--- src/rtl/decoder_scan_sequencer_if.sv ---
// Handshake and select bundle between a scan controller and decoder_scan_sequencer.
// The stop signal exists only when SCAN_CONTINUOUS_EN is defined.
interface decoder_scan_sequencer_if;
  logic       start;
  logic       stall;
`ifdef SCAN_CONTINUOUS_EN
  logic       stop;
`endif
  logic       x;
  logic       y;
  logic       z;
  logic       w;
  logic       e;
  logic [3:0] idx;
  logic       busy;
  logic       done;

  modport master (
`ifdef SCAN_CONTINUOUS_EN
    output stop,
`endif
    output start, stall,
    input  x, y, z, w, e, idx, busy, done
  );

  modport slave (
`ifdef SCAN_CONTINUOUS_EN
    input  stop,
`endif
    input  start, stall,
    output x, y, z, w, e, idx, busy, done
  );
endinterface

--- src/rtl/decoder_scan_sequencer.sv ---
// Drives the 4:16 decoder select/enable, strobing rows 0..LAST_IDX for DWELL cycles each.
// SCAN_CONTINUOUS_EN: wrap to row 0 after each pass until stop is requested.
//   state  | meaning
//   S_IDLE | waiting for start, e=0, idx=0
//   S_RUN  | scanning, busy=1, e=~stall (registered)
//   S_DONE | one-cycle done pulse, then back to S_IDLE
module decoder_scan_sequencer #(
  parameter int unsigned LAST_IDX = 15,
  parameter int unsigned DWELL    = 1
) (
  input logic                      clk,
  input logic                      rst,
  decoder_scan_sequencer_if.slave  bus
);

  localparam logic [3:0] LAST  = LAST_IDX[3:0];
  localparam logic [7:0] DW_M1 = 8'(DWELL - 1);

  typedef enum logic [1:0] {S_IDLE, S_RUN, S_DONE} state_t;

  state_t     state_q, state_d;
  logic [3:0] idx_q, idx_d;
  logic [7:0] cnt_q, cnt_d;
  logic       e_q, e_d;
  logic       busy_q, busy_d;
  logic       done_q, done_d;
  logic       dwell_end;
  logic       at_last;
`ifdef SCAN_CONTINUOUS_EN
  logic       stop_q, stop_d;
  logic       stop_req;
  assign stop_req = stop_q | bus.stop;
`endif

  assign dwell_end = (cnt_q == DW_M1);
  assign at_last   = (idx_q == LAST);

  always_comb begin
    state_d = state_q;
    idx_d   = idx_q;
    cnt_d   = cnt_q;
    e_d     = 1'b0;
    busy_d  = 1'b0;
    done_d  = 1'b0;
`ifdef SCAN_CONTINUOUS_EN
    stop_d  = stop_q;
`endif
    case (state_q)
      S_IDLE: begin
        idx_d = 4'd0;
        cnt_d = 8'd0;
`ifdef SCAN_CONTINUOUS_EN
        stop_d = 1'b0;
`endif
        if (bus.start) begin
          state_d = S_RUN;
          e_d     = 1'b1;
          busy_d  = 1'b1;
        end
      end
      S_RUN: begin
        busy_d = 1'b1;
`ifdef SCAN_CONTINUOUS_EN
        stop_d = stop_req;
`endif
        // A stalled cycle freezes position and counter; e drops for the following cycle.
        if (!bus.stall) begin
          e_d = 1'b1;
          if (!dwell_end) begin
            cnt_d = cnt_q + 8'd1;
          end else begin
            cnt_d = 8'd0;
`ifdef SCAN_CONTINUOUS_EN
            if (stop_req) begin
              state_d = S_DONE;
              e_d     = 1'b0;
              busy_d  = 1'b0;
              done_d  = 1'b1;
            end else if (at_last) begin
              idx_d  = 4'd0;
              done_d = 1'b1;
            end else begin
              idx_d = idx_q + 4'd1;
            end
`else
            if (at_last) begin
              state_d = S_DONE;
              e_d     = 1'b0;
              busy_d  = 1'b0;
              done_d  = 1'b1;
            end else begin
              idx_d = idx_q + 4'd1;
            end
`endif
          end
        end
      end
      S_DONE: begin
        state_d = S_IDLE;
        idx_d   = 4'd0;
        cnt_d   = 8'd0;
      end
      default: begin
        state_d = S_IDLE;
        idx_d   = 4'd0;
        cnt_d   = 8'd0;
      end
    endcase
  end

  always_ff @(posedge clk) begin
    if (rst) begin
      state_q <= S_IDLE;
      idx_q   <= 4'd0;
      cnt_q   <= 8'd0;
      e_q     <= 1'b0;
      busy_q  <= 1'b0;
      done_q  <= 1'b0;
`ifdef SCAN_CONTINUOUS_EN
      stop_q  <= 1'b0;
`endif
    end else begin
      state_q <= state_d;
      idx_q   <= idx_d;
      cnt_q   <= cnt_d;
      e_q     <= e_d;
      busy_q  <= busy_d;
      done_q  <= done_d;
`ifdef SCAN_CONTINUOUS_EN
      stop_q  <= stop_d;
`endif
    end
  end

  assign bus.idx  = idx_q;
  assign bus.x    = idx_q[3];
  assign bus.y    = idx_q[2];
  assign bus.z    = idx_q[1];
  assign bus.w    = idx_q[0];
  assign bus.e    = e_q;
  assign bus.busy = busy_q;
  assign bus.done = done_q;

`ifndef SYNTHESIS
  always_ff @(posedge clk) begin
    if (!rst) begin
      assert (LAST_IDX <= 32'd15 && DWELL != 32'd0)
        else $error("decoder_scan_sequencer: LAST_IDX/DWELL out of range");
    end
  end
`endif

endmodule

--- src/flat_wrapper.sv ---
// flat-port wrapper written by rule: the top's interface ports become plain ports
module decoder_scan_sequencer_flat 
#(
  parameter int unsigned LAST_IDX = 15,
  parameter int unsigned DWELL    = 1
)
  (clk, rst, bus_start, bus_stall, bus_x, bus_y, bus_z, bus_w, bus_e, bus_idx, bus_busy, bus_done);
  decoder_scan_sequencer_if bus_i ();
  input logic clk;
  input logic rst;
  input wire logic [$bits(bus_i.start)-1:0] bus_start;
  input wire logic [$bits(bus_i.stall)-1:0] bus_stall;
  output wire logic [$bits(bus_i.x)-1:0] bus_x;
  output wire logic [$bits(bus_i.y)-1:0] bus_y;
  output wire logic [$bits(bus_i.z)-1:0] bus_z;
  output wire logic [$bits(bus_i.w)-1:0] bus_w;
  output wire logic [$bits(bus_i.e)-1:0] bus_e;
  output wire logic [$bits(bus_i.idx)-1:0] bus_idx;
  output wire logic [$bits(bus_i.busy)-1:0] bus_busy;
  output wire logic [$bits(bus_i.done)-1:0] bus_done;
  assign bus_i.start = bus_start;
  assign bus_i.stall = bus_stall;
  assign bus_x = bus_i.x;
  assign bus_y = bus_i.y;
  assign bus_z = bus_i.z;
  assign bus_w = bus_i.w;
  assign bus_e = bus_i.e;
  assign bus_idx = bus_i.idx;
  assign bus_busy = bus_i.busy;
  assign bus_done = bus_i.done;
  decoder_scan_sequencer #(.LAST_IDX(LAST_IDX), .DWELL(DWELL)) u_core (.clk(clk), .rst(rst), .bus(bus_i));
endmodule
--- config.mk ---
export PLATFORM = sky130hd
export DESIGN_NAME = decoder_scan_sequencer_flat
export DESIGN_NICKNAME = d
export VERILOG_FILES = /design/src/rtl/decoder_scan_sequencer_if.sv /design/src/rtl/decoder_scan_sequencer.sv /design/src/flat_wrapper.sv
export SDC_FILE = /design/constraint.sdc
export NUM_CORES = 1
export LEC_CHECK = 0
export CAP_MARGIN = 20
export CORE_MARGIN = 2
export CORE_UTILIZATION = 48
export DETAILED_ROUTE_END_ITERATION = 12
export GPL_TIMING_DRIVEN = 0
export MAX_ROUTING_LAYER = met4
export PLACE_DENSITY = 0.8
export SYNTH_ARGS = -nofsm -noshare
export SYNTH_HDL_FRONTEND = slang
export SYNTH_SLANG_ARGS = --single-unit
--- constraint.sdc ---
create_clock -name clk -period 2.84 [get_ports clk]
set_input_delay 0.568 -clock clk [delete_from_list [all_inputs] [get_ports clk]]
set_output_delay 0.568 -clock clk [all_outputs]
set_load 0.01 [all_outputs]
==> out/metrics.csv, run 1 <==
stage;metric;value;unit
finish;# fillers;133;
worst_setup_path;Worst Path Class, Setup;flip-flop to flip-flop;
timing;Fin. Hold Viols;0;
placement;port bufs;13;
timing;TNS Setup;0;ns
synthesis;post-synthesis sequential area ratio;0.4416;
floorplanning;starting density of the core;0.5116;
timing;Slew Limit Fails;0;
floorplanning;Core Rows;14;
placement;gpl congestion;0.8391;
finish;Sequential Area;340.3;sq um
timing;max_slew headroom;0.6457;
synthesis;Netlist cell types;27;
floorplanning;die extent in x;44.07;um
detailed_routing;Post-DRT Antenna Nets;0;
clock_network;Clk pin slew, worst setup/hold paths;0.10;ns
finish;Multi-input gate area;376.6;sq um
run;Max-cap violations;0;
worst_setup_path;worst path bufs/invs;2;
clock_network;clock sinks;17;
finish;layout cells sized above 1;0.1275;
synthesis;post-synthesis instance area;770.7;sq um
outcome;status;finished, final reports clean;
synthesis;Cells after Synth;85;
detailed_routing;WL final;1429;um
detailed_routing;drt wl/cell;12.11;um
timing;min Tclk post-route;2.112;ns
placement;Placed Area;920.9;sq um
worst_setup_path;most frequent CP cell;or3_1;
global_routing;GRT Overall Usage;0.1774;
clock_network;cts repair resizes;0;
worst_setup_path;Worst path max stage delay;0.46;ns
timing;RSZ-0062 raised after global routing;no;
clock_network;CTS tree;built;
worst_setup_path;WP data arrival;2.34;ns
worst_setup_path;Worst Setup End Kind;flip-flop;
synthesis;#FFs+latches synth;17;
timing;clock skew;0.007098;ns
finish;Final Util;0.6296;
power_and_ir_drop;Peak VDD IR;0.0002126;V
timing;setup ws final;0.7282;ns
placement;DP HPWL;1046;um
worst_setup_path;family with the most delay on the worst path;simple AND/OR/NAND/NOR gates;
worst_setup_path;CP max stage cell;or4b_4;
worst_setup_path;crit path launch type;flip-flop;
clock_network;# hold bufs at CTS;0;
detailed_routing;Vias/cell;5.424;
clock_network;CTS Root Cell;clkbuf_4;
worst_setup_path;required time worst endpoint;3.06;ns
finish;most common cell after layout, fill and taps aside;dfxtp_1;
global_routing;largest net degree at the start of global routing;11;
floorplanning;die area;1942;sq um
finish;area delta synth->final;23.05;%
timing;final setup fails;0;
detailed_routing;Pre-Repair DR Iteration Count;4;
timing;Tcrit/Tclk final;0.7436;
clock_network;H-Tree Depth;1;
clock_network;clock tree buffer depth;2;
finish;diodes inserted;0;
power_and_ir_drop;P per Cell Area;428.8;nW/um^2
global_routing;vias in the first global route;601;
finish;nets;110;
synthesis;syn avg cell area;9.068;sq um
timing;Least-Margin Pin Slew;0.5266;ns
synthesis;Synth warnings;0;
min_path;worst hold-check path type;flip-flop to flip-flop;
clock_network;postcts setup bufs;0;
global_routing;initial antenna violation count;0;
floorplanning;Core Region;1506;sq um
clock_network;Clock Latency Late Sink;0.29;ns
detailed_routing;DRT iter0 DRCs;21;
worst_setup_path;crit-path cells;inv_1 > ha_1 > or4b_4 > or3_1 > buf_2 > or3_1 > a21oi_1;
detailed_routing;vias;640;
placement;DP Worst Slack;0.7582;ns
floorplanning;Die Y;44.07;um
power_and_ir_drop;Leakage;0.3739;nW
worst_setup_path;Crit Path Max Fanout;6;
clock_network;cts bufs inserted;3;
timing;Max Freq;473.5;MHz
finish;Finished Cell Area;948.4;sq um
finish;most frequent cells in the layout;17 x dfxtp_1, 13 x nor2_1, 13 x clkdlybuf4s50_1;
global_routing;gr ovfl total;0;
floorplanning;num ports;15;
finish;Non-Filler Instances;118;
placement;DP Cell Count;114;
global_routing;first-pass GRT wire length;2401;um
synthesis;syn_nets;92;
detailed_routing;DRC;0;
[worst reg2reg max path: cells and delay by family (launching register included)]
kind                     cells  cell delay, ns
flip-flops                   1            0.37
AND/OR/NAND/NOR              3            1.16
AO/OA/AOI/OAI                1            0.13
buffers and inverters        2            0.24
adder cells (fa/ha/maj)      1            0.14
[state kept, by name, indices dropped and copies added (netlist names)]
register / flops
u_core.state_q: 2
u_core.cnt_q: 8
u_core.bus.e: 1
u_core.bus.done: 1
u_core.bus.idx: 4
u_core.bus.busy: 1
[synth_stat cells, drive strengths merged]
| cell | number | share of area |
|---|---|---|
| clkbuf | 1 | 0.0049 |
| nor2b | 2 | 0.016 |
| and4b | 1 | 0.013 |
| o311a | 1 | 0.015 |
| mux2i | 2 | 0.026 |
| inv | 4 | 0.019 |
| buf | 5 | 0.045 |
| a32o | 1 | 0.013 |
| o31ai | 1 | 0.0097 |
| nor4 | 1 | 0.0081 |
| xor2 | 6 | 0.068 |
| a21oi | 3 | 0.019 |
| nor3 | 3 | 0.019 |
| o21bai | 1 | 0.0097 |
| dfxtp | 17 | 0.44 |
| or3 | 4 | 0.034 |
| or4b | 1 | 0.018 |
| nand2 | 3 | 0.015 |
| o21ai | 1 | 0.0065 |
| nand3 | 7 | 0.045 |
| ha | 3 | 0.049 |
| xnor2 | 2 | 0.023 |
| and3 | 2 | 0.018 |
| nor2 | 13 | 0.063 |
[final cells by class]
cell class	count	area share
well taps	16	0.02111
multi-input cells	58	0.3971
clock buffers	3	0.02375
flip-flops and latches	17	0.3588
repair buffers	13	0.1372
inverters	4	0.01583
plain buffers	6	0.04090
clock inverters	1	0.005277
[cells by family (layout without fill, tap and decap cells)]
logic type                 after synthesis  after routing  synth area share
and+or+nand+nor                         37             37            0.2500
muxes                                    2              2           0.02598
DFF                                     17             17            0.4416
adders and majority gates                3              3           0.04871
xor gates and xnor gates                 8              8           0.09091
AOI/OAI and AO/OA                        8              8           0.07305
buffers and inverters                   10             27           0.06979
[routing by layer]
metal | wire length, um | up-vias | track usage
met4 | 41 | 0 | 0.1091
met1 | 607 | 299 | 0.2115
met5 | 0 | - | -
met3 | 57 | 5 | 0.03673
met2 | 723 | 14 | 0.2735
li1 | - | 322 | -
[report_power, final]
group          switching, W  total (W)  internal (W)
clock network     0.0000760   0.000128     0.0000524
registers        0.00000348   0.000246      0.000242
logic             0.0000156  0.0000323     0.0000166
total             0.0000951   0.000407      0.000312
[metrics by stage]
step	total power (W)	hold WS [ns]
after floorplan	0.0002695	0.4556
after global placement	0.0002824	0.4751
after detailed placement	0.0002839	0.4884
after CTS	0.0004106	0.5105
after global routing	0.0004238	0.5709
final	0.0004067	0.5137
[final timing paths]
kind | start | end | slack, ns | cells after the start
min | u_core.state_q[0] | u_core.state_q[0] | 0.51 | 1
max reg2reg | u_core.cnt_q[0] | u_core.bus.idx[3] | 0.73 | 7
max | u_core.cnt_q[0] | u_core.bus.idx[3] | 0.73 | 7
min reg2reg | u_core.state_q[0] | u_core.state_q[0] | 0.51 | 1
No activity file was read; power rests on OpenSTA's default activity.
==> run 2: changes to the inputs <==
clock period = 2.2 ns   (was 2.84 ns; I/O delays follow)
==> run 2 against run 1 <==
Net effect:
- combinational power rose by 29%
- first-iteration DRC count did not move
- routed wire length fell by 0.14%
- highest routed layer unchanged
- sequential power rose by 29%
- utilization rose by 0.17 points
- clock power rose by 30%
==> out/metrics.csv, run 2 (same netlist as run 1, synthesis figures left out) <==
stage;metric;value;unit
timing;Tcrit/Tclk final;0.9455;
timing;RSZ-0062 raised after global routing;no;
clock_network;CTS Root Cell;clkbuf_4;
finish;# fillers;132;
detailed_routing;DRT iter0 DRCs;21;
power_and_ir_drop;P per Cell Area;552.1;nW/um^2
clock_network;cts bufs inserted;3;
worst_setup_path;Worst Path Class, Setup;flip-flop to flip-flop;
clock_network;CTS tree;built;
detailed_routing;vias;640;
worst_setup_path;WP data arrival;2.30;ns
placement;DP HPWL;1046;um
clock_network;Clk pin slew, worst setup/hold paths;0.10;ns
global_routing;vias in the first global route;601;
min_path;worst hold-check path type;flip-flop to flip-flop;
detailed_routing;Pre-Repair DR Iteration Count;4;
timing;Slew Limit Fails;0;
clock_network;# hold bufs at CTS;0;
timing;max_slew headroom;0.6457;
clock_network;Clock Latency Late Sink;0.29;ns
placement;port bufs;13;
detailed_routing;drt wl/cell;12.09;um
power_and_ir_drop;Peak VDD IR;0.0002746;V
timing;final setup fails;0;
timing;Fin. Hold Viols;0;
clock_network;clock tree buffer depth;2;
global_routing;largest net degree at the start of global routing;11;
global_routing;initial antenna violation count;0;
worst_setup_path;Worst Setup End Kind;flip-flop;
timing;TNS Setup;0;ns
floorplanning;Die Y;44.07;um
detailed_routing;Vias/cell;5.424;
worst_setup_path;crit path launch type;flip-flop;
finish;Sequential Area;342.8;sq um
finish;diodes inserted;0;
finish;most common cell after layout, fill and taps aside;dfxtp_1;
floorplanning;die area;1942;sq um
global_routing;GRT Overall Usage;0.1774;
detailed_routing;DRC;0;
detailed_routing;Post-DRT Antenna Nets;0;
floorplanning;starting density of the core;0.5116;
finish;Top reg by flops;u_core.cnt_q;
worst_setup_path;Crit Path Max Fanout;6;
finish;max reg flops;8;
timing;Max Freq;480.8;MHz
global_routing;first-pass GRT wire length;2401;um
worst_setup_path;worst-case reg-to-reg path depth;7;
timing;Least-Margin Pin Slew;0.5266;ns
outcome;status;finished, final reports clean;
clock_network;H-Tree Depth;1;
timing;hold slack;0.5136;ns
finish;layout cells sized above 1;0.1471;
timing;clock skew;0.007000;ns
clock_network;clock sinks;17;
run;Max-cap violations;0;
floorplanning;num ports;15;
min_path;hold depth;1;
global_routing;gr ovfl total;0;
placement;gpl congestion;0.8391;
placement;DP Cell Count;114;
timing;min Tclk post-route;2.080;ns
floorplanning;Core Region;1506;sq um
finish;Non-Filler Instances;118;
finish;area delta synth->final;23.38;%
floorplanning;Core Rows;14;
finish;Multi-input gate area;376.6;sq um
finish;nets;110;
floorplanning;die extent in x;44.07;um
detailed_routing;WL final;1427;um
worst_setup_path;required time worst endpoint;2.42;ns
power_and_ir_drop;Leakage;0.3749;nW
finish;most frequent cells in the layout;15 x dfxtp_1, 13 x nor2_1, 13 x clkdlybuf4s50_1;
run 2: final cells by class:
type	instances	area share
Buffer	6	0.04079
Clock buffer	3	0.02368
Timing Repair Buffer	13	0.1368
Clock inverter	1	0.005263
Multi-Input combinational cell	58	0.3961
Tap cell	16	0.02105
Inverter	4	0.01579
Sequential cell	17	0.3605
run 2: report_power, final:
part           internal, W  switching (W)
logic            0.0000215      0.0000202
registers         0.000313     0.00000448
clock network    0.0000676      0.0000981
run 2: critical path, stage by stage (launching register included):
cell and delay (ns):
dfxtp_2 0.36, inv_1 0.06, ha_1 0.14, or4b_4 0.46
or3_1 0.36, buf_2 0.16, or3_1 0.34, a21oi_1 0.13
run 2: per-layer routing:
metal  global-route usage  routed length, um  up-vias
met1               0.2115                606      299
met4               0.1091                 41        0
met5                    -                  0        -
met2               0.2735                722       14
met3              0.03673                 57        5
li1                     -                  -      322
run 2: metrics by stage:
step | worst slack (ns) | utilization | area, sq um | total power [W]
floorplan | 0.2288 | - | 770.7 | 0.0003479
detailed placement | 0.1182 | 0.6113 | 920.9 | 0.0003665
global route | 0.009857 | 0.6312 | 950.9 | 0.0005471
CTS | 0.08459 | 0.6296 | 948.4 | 0.0005300
global placement | 0.1668 | 0.6113 | 920.9 | 0.0003645
finish | 0.1200 | 0.6312 | 950.9 | 0.0005250
run 2: path summary, 6_finish.rpt:
kind	from	endpoint	slack, ns
hold reg to reg	u_core.state_q[0]	u_core.state_q[0]	0.51
setup reg to reg	u_core.cnt_q[0]	u_core.bus.idx[3]	0.12
setup / recovery	u_core.cnt_q[0]	u_core.bus.idx[3]	0.12
hold / removal	u_core.state_q[0]	u_core.state_q[0]	0.51
run 2: timing repair:
action | 4_1_cts | 5_1_grt
setup endpoints to repair | 0 | 1
buffers inserted | 0 | 0
resized for setup | 0 | 2
==> patch (flow settings as in run 1) <==
Re-encode `state_t` (3 states) as one-hot, 3 bits wide.
--- a/src/rtl/decoder_scan_sequencer.sv
+++ b/src/rtl/decoder_scan_sequencer.sv
@@ -17,5 +17,5 @@
   localparam logic [7:0] DW_M1 = 8'(DWELL - 1);
 
-  typedef enum logic [1:0] {S_IDLE, S_RUN, S_DONE} state_t;
+  typedef enum logic [2:0] {S_IDLE = 3'b001, S_RUN = 3'b010, S_DONE = 3'b100} state_t;
 
   state_t     state_q, state_d;
Function: same outputs for any inputs over 10 cycles, from zero or initial values and one cycle with rst high; not proved beyond that.
==> patch against run 1 <==
Synthesized cell count increased by 5.9%. Via count increased by 13%. Clock power increased by 22%. Worst setup slack improved by 150 ps. Design area increased by 11%. Power increased by 8.3%. Critical path depth decreased by 5. Routed wire length increased by 14%. Combinational power decreased by 21%. Area after synthesis increased by 11%. Sequential cell count increased by 1.
==> patch: results <==
group,metric,value,unit
synth,synth_area_leaders,"dfxtp_1 (42%), ha_1 (4.4%), buf_4 (3.5%)",
synth,synth_cell_types,37,
global_routing,grt_pass1_vias,623,
critical_path,slowest_delay,520,ps
place,dp_worst_setup_slack,685,ps
final_layout,nets,115,
critical_path,crit_start,"u_core.bus.idx[2]",
critical_path,crit_arrival,1390,ps
pwr,p_switching,0.0920,mW
detailed_routing,viasPerCell,5.47,
timing,finalClockSkew,5.06,ps
pwr,ir_worst_vdd,282,uV
timing,slew_headroom,0.536,
critical_path,cpMaxStageDelayCell,"clkdlybuf4s50_1",
synth,synthTopCellsByCount,"dfxtp_1 (18), nor2_1 (7), a21oi_1 (5)",
run_status,status,"completed",
critical_path,critPathTopFamily,"buffers and inverters",
place,dp_hpwl,1.20,mm
pwr,p_leak,0.382,nW
final_layout,drive_gt1_frac,0.121,
place,place.gp.congestion,0.794,
final_layout,fillCellCount,137,
critical_path,crit_fanout,7,
synth,seq_area_frac_synth,0.422,
detailed_routing,wire_per_inst,12.3,um
[patch: power groups by stage]
| stage | sequential [mW] | combinational (mW) | clock [mW] |
|---|---|---|---|
| CTS | 0.259 | 0.0258 | 0.162 |
| global placement | 0.264 | 0.0250 | 0 |
| finish | 0.259 | 0.0255 | 0.156 |
| global route | 0.259 | 0.0281 | 0.174 |
| floorplan | 0.265 | 0.0142 | 0 |
| detailed placement | 0.265 | 0.0257 | 0 |
[patch: routing by layer]
layer,global-route usage,vias up,wire length (um)
met4,0.0514,0,0
li1,-,367,-
met3,0.0627,0,72
met1,0.191,338,742
met5,-,-,0
met2,0.292,17,809
[patch: stage by stage]
step / instances / util / instance area [sq um] / power [mW]
5_1_grt: 132 / 0.615 / 1050 / 0.461
4_1_cts: 132 / 0.615 / 1050 / 0.447
3_5_place_dp: 128 / 0.594 / 1010 / 0.290
6_report: 132 / 0.615 / 1050 / 0.441
3_3_place_gp: 128 / 0.594 / 1010 / 0.289
2_1_floorplan: 90 / - / 853 / 0.279
[patch: final cells by class]
cell class	instances	area share
Buffer	7	0.0417
Sequential cell	18	0.343
Clock buffer	4	0.0345
Timing Repair Buffer	13	0.124
Tap cell	25	0.0298
Inverter	3	0.0107
Multi-Input combinational cell	62	0.417
[patch: final timing paths]
kind | slack, ps | endpoint | depth (start not counted)
hold reg to reg | 510 | u_core.bus.e | 1
setup / recovery | 880 | bus_idx[2] | 2
setup reg to reg | 1160 | u_core.cnt_q[3] | 5
hold / removal | 510 | u_core.bus.e | 1
[patch: cells by family after synthesis]
group / count (synthesis) / synth area share
XOR/XNOR: 4 / 0.0411
AO/OA/AOI/OAI: 20 / 0.158
adder cells (fa/ha/maj): 3 / 0.0440
flip-flops: 18 / 0.422
multiplexers: 1 / 0.0117
AND/OR/NAND/NOR: 34 / 0.258
buffers and inverters: 10 / 0.0645
